### config.mk
export PLATFORM = sky130hd
export DESIGN_NAME = vsc_misr
export DESIGN_NICKNAME = d
export VERILOG_FILES = /design/src/rtl/vsc_pkg.sv /design/src/rtl/vsc_misr.sv
export SDC_FILE = /design/constraint.sdc
export NUM_CORES = 1
export LEC_CHECK = 0
export ABC_AREA = 1
export BUFFER_PORTS_ARGS = -buffer_cell sky130_fd_sc_hd__buf_2
export CORE_MARGIN = 1
export CORE_UTILIZATION = 51
export DETAILED_ROUTE_END_ITERATION = 8
export PLACE_DENSITY = 0.81
export SLEW_MARGIN = 20
export SYNTH_ARGS = -nofsm -noshare
export SYNTH_HDL_FRONTEND = slang
export SYNTH_SLANG_ARGS = --single-unit
### constraint.sdc
create_clock -name clk -period 1.2 [get_ports clk]
set_clock_uncertainty 0.05 [all_clocks]
set_input_delay 0.06 -clock clk [delete_from_list [all_inputs] [get_ports clk]]
set_output_delay 0.06 -clock clk [all_outputs]
set_load 0.05 [all_outputs]
### src/rtl/vsc_pkg.sv
// Shared types and constants for the vector sweep checker.
// Holds the FSM state encoding, the MISR constants and the expected-table lookup helper.
package vsc_pkg;

  typedef enum logic [1:0] {IDLE, DRIVE, SAMPLE, DONE} state_t;

  localparam logic [15:0] MISR_POLY = 16'h1021;
  localparam logic [15:0] MISR_SEED = 16'hFFFF;

  // Widest expected table the lookup helper accepts (N_OUT * 2**N_IN bits).
  localparam int EXP_MAX_W = 256;

  // Table layout: bit [o*n_vec + idx] = expected output o at vector idx.
  function automatic logic exp_bit(input logic [EXP_MAX_W-1:0] exp_tbl, input int o,
                                   input int idx, input int n_vec = 16);
    logic [EXP_MAX_W-1:0] shifted;
    shifted = exp_tbl >> (o * n_vec + idx);
    return shifted[0];
  endfunction

endpackage

### src/rtl/vsc_misr.sv
// 16-bit multiple-input signature register (x^16+x^12+x^5+1).
// The sampled outputs are folded into the low bits on every shift.
module vsc_misr
  import vsc_pkg::*;
#(
  parameter int N_OUT = 2
) (
  input  logic             clk,
  input  logic             rst,
  input  logic             init,
  input  logic             shift,
  input  logic [N_OUT-1:0] din,
  output logic [15:0]      sig
);

  always_ff @(posedge clk) begin
    if (rst || init) begin
      sig <= MISR_SEED;
    end else if (shift) begin
      sig <= {sig[14:0], 1'b0} ^ (sig[15] ? MISR_POLY : 16'h0000) ^ 16'(din);
    end
  end

endmodule

After elaboration in Yosys (flattened, before gate mapping) --
Index checks and enable logic that the tools add are counted. W data, S select, Z words.
Word-level totals: bits in registers 16, input bits 6, logic and storage cells 5
Cells by class: muxes and demuxes 1, bitwise operators 2, reduce and logical (&&, ||, !) cells 1
Operators with widths (number):
- $xor A16 B13 Y16 | 1
- $xor A16 B2 Y16 | 1
- $mux W13 | 1
- $logic_or A1 B1 Y1 | 1

Logic depth before layout (Yosys ltp) --
depth after elaboration 3, depth in mapped cells 5

Worst setup path before layout --
No wires, ideal clock.
path kind reg2reg, start point reg sig[15], end point reg sig[12], library setup time 0.113 ns, data arrival time 1.041 ns, required time 1.037 ns, setup slack -0.004 ns, stages on the path, launching flop included 6, path buffers 0, clock period less this slack 1.204 ns, cell sequence dfxtp_1 -> inv_1 -> nand2_1 -> nand2_1 -> nand2_1 -> nand2_1
On the way: word-level cells in the longest chain between the ends 3
Ends and longest elaborated chain:
- start, declared | RTL line vsc_misr.sv:13 | output logic [15:0] sig
- start signal, assigned | RTL line vsc_misr.sv:20 | sig <= {sig[14:0], 1'b0} ^ (sig[15] ? MISR_POLY : 16'h0000) ^ 16'(din);
- $mux W13 | RTL line vsc_misr.sv:20
- $xor A16 B13 Y16 | RTL line vsc_misr.sv:20
- $xor A16 B2 Y16 | RTL line vsc_misr.sv:20
No other way between the ends. A chain may end at the register's enable or synchronous reset.

Worst setup path after layout --
start point in init, end point reg sig[10]
On the way: word-level cells in the longest chain between the ends 1
Ends and longest elaborated chain:
- start, declared | RTL line vsc_misr.sv:10 | input logic init,
- $logic_or A1 B1 Y1 | RTL line vsc_misr.sv:17 | if (rst || init) begin
No other way between the ends.

==> summary.txt <==
Die
  – Die width: 38.74 um
  – Initial core utilization: 58.02%
  – Area of the die: 1500 sq um
  – Core ar.: 1186 sq um
  – IO Pins: 22
  – Die Span Y: 38.74 um
  – Row cnt: 12

Finish
  – Fillers: 96
  – Commonest non-fill, non-tap cell in the layout: nand2_1
  – ANT cells: 0
  – Leading cell types in the layout, fill and taps excluded: nand2_1 (41), buf_2 (21), dfxtp_1 (15), inv_1 (10), nand3_1 (9)
  – Share of cells above drive strength 1: 27.35%
  – Max reg flops: 16
  – Area grow syn2layout: 19.64%
  – Biggest regs: sig: 16 flops
  – # nets final: 125
  – Register area: 321.6 sq um
  – Utilization after layout: 69.41%
  – Multi-input gate area: 280.3 sq um
  – Largest Register: sig

Drt
  – DR vias: 625
  – Routed WL per cell: 10.70 um
  – Initial DRC count: 8
  – Detailed Routing Iterations Pass 1: 4
  – Vias/cell: 4.771
  – Routed WL: 1.402 mm
  – DRC Markers: 0
  – Antenna Nets Post-Route: 0

Logic synthesis
  – Synthesized instance count: 93
  – Avg Cell Area, Syn: 7.400 sq um
  – Number of synthesized register bits: 16
  – Post-Syn Nets: 99
  – Synth unique cells: 12
  – Sequential-to-total area share from yosys stat: 46.55%
  – Mapped cell area: 688.2 sq um
  – Yosys warns: 0

Global route
  – Vias in the first global route: 565
  – Antenna violations before repair: 0
  – GR Util All Layers: 23.82%
  – Global-route wire length before repair: 2.311 mm
  – Grt ovf: 0
  – Largest net degree at the start of global routing: 18

STA
  – RSZ-0062 raised after global routing: no
  – Final worst setup slack: 0.09344 ns
  – Final hold vios: 0
  – Fin crit share: 92.21%
  – Final min period: 1.107 ns
  – Fmax: 0.9037 GHz
  – Setup_tns: 0 ns
  – Slew Viols, Final: 0
  – Worst Tran Pin Value: 0.3214 ns
  – Max-slew headroom: 78.57%
  – Setup-failing EPs final: 0

Critical path
  – Worst path slowest cell: dlygate4sd3_1
  – CP cell instances: dlygate4sd3_1, buf_2, nor2_4, buf_4, nand3_1
  – CP Depth: 5
  – Worst EP arrival: 1.23 ns
  – CP Max Fanout: 7
  – Crit path kind: in -> reg
  – Crit path launch type: input port
  – CP Capture Type: flip-flop
  – Critical path data required time: 1.32 ns
  – R2r worst-path depth: 5
  – Worst path bufs/invs: 3
  – CP peak stage delay: 0.53 ns
  – CP delay by family, top: buffers and inverters

CTS
  – CTS tree: done
  – H-tree levels: 1
  – Num CTS Buffers: 3
  – CTS Hold Bufs: 2
  – Clk_lat worst skew: 0.29 ns
  – Root Buffer: clkbuf_4
  – Clock buffer depth: 2
  – Clock Pin Slew Worst Setup and Hold Paths: 0.08 ns
  – Sink Count: 16
  – Post-CTS setup buffer count: 0
  – PostCTS Resize Cnt: 0

Hold path
  – Depth of the worst hold-timing path: 5
  – Hold crit path type: in -> reg

Place
  – Buffers on Ports: 21
  – Setup WS pre-CTS: 0.3553 ns
  – Final HPWL DP: 1.007 mm
  – Placer Congestion: 0.7444

Power and ir drop
  – Total power: 1.032 mW
  – Maximum VDD drop: 0.0007848 V
  – LEAKAGE: 0.4626 nW
  – Pwr dens: 1253 nW/um^2

Flow run
  – Max-cap violations: 0

Outcome
  – Outcome: completed
[where the power goes]
part,internal [mW],total (mW),switching [mW]
sequential,0.551,0.565,0.0143
combinational,0.0552,0.197,0.142
clock,0.117,0.270,0.153
total,0.723,1.03,0.309
[worst min-delay path, delay by kind of cell]
family	cells	cell delay, ns
AND/OR/NAND/NOR	4	0.19
buffers and inverters	1	0.09
[per-layer routing]
layer  vias to the layer above  global-route usage [%]  routed length, um  share of wire [%]
li1                        329                       -                  -                  -
met1                       267                   24.10                587                 42
met2                        21                   40.42                670                 48
met3                         8                   8.671                 85                6.1
met4                         0                   15.52                 58                4.1
met5                         -                       0                  0                  0
[synth_stat cells]
| cell type | instances | area share, % |
|---|---|---|
| nand2_1 | 41 | 22 |
| dfxtp_1 | 16 | 47 |
| inv_1 | 10 | 5.5 |
| nand3_1 | 9 | 6.5 |
| nor2_1 | 7 | 3.8 |
| buf_4 | 2 | 2.2 |
| nor2_4 | 2 | 3.3 |
| o211ai_2 | 2 | 3.6 |
| buf_12 | 1 | 2.9 |
| buf_6 | 1 | 1.6 |
| inv_2 | 1 | 0.54 |
| o211ai_1 | 1 | 1.1 |
[per-stage QoR]
stage               instance area [sq um]  hold WS, ns  std cells
detailed placement                  780.7       0.2734        126
global route                        823.3      0.06487        131
finish                              823.3      0.02132        131
global placement                    780.7       0.2574        126
CTS                                 823.3      0.02554        131
floorplan                           689.4       0.1128         93
[path summary, 6_finish.rpt]
check                from       to  slack [ns]
setup / recovery     init  sig[10]        0.09
hold / removal     din[0]   sig[0]        0.02
setup reg to reg  sig[15]   sig[5]        0.36
hold reg to reg    sig[7]   sig[7]        0.44
[cell families (layout without fill, tap and decap cells)]
| logic type | after synthesis | count (layout) | share of synthesized area, % |
|---|---|---|---|
| simple gates | 59 | 59 | 36.00 |
| flops | 16 | 16 | 46.55 |
| buf+inv | 15 | 39 | 12.73 |
| compound gates | 3 | 3 | 4.727 |
[area by class of cell]
| type | count | area share [%] |
|---|---|---|
| clock buffers | 3 | 2.736 |
| inverters | 11 | 5.015 |
| multi-input cells | 62 | 34.04 |
| flip-flops and latches | 16 | 39.06 |
| well taps | 14 | 2.128 |
| repair buffers | 25 | 17.02 |
No activity file was read; power rests on OpenSTA's default activity.
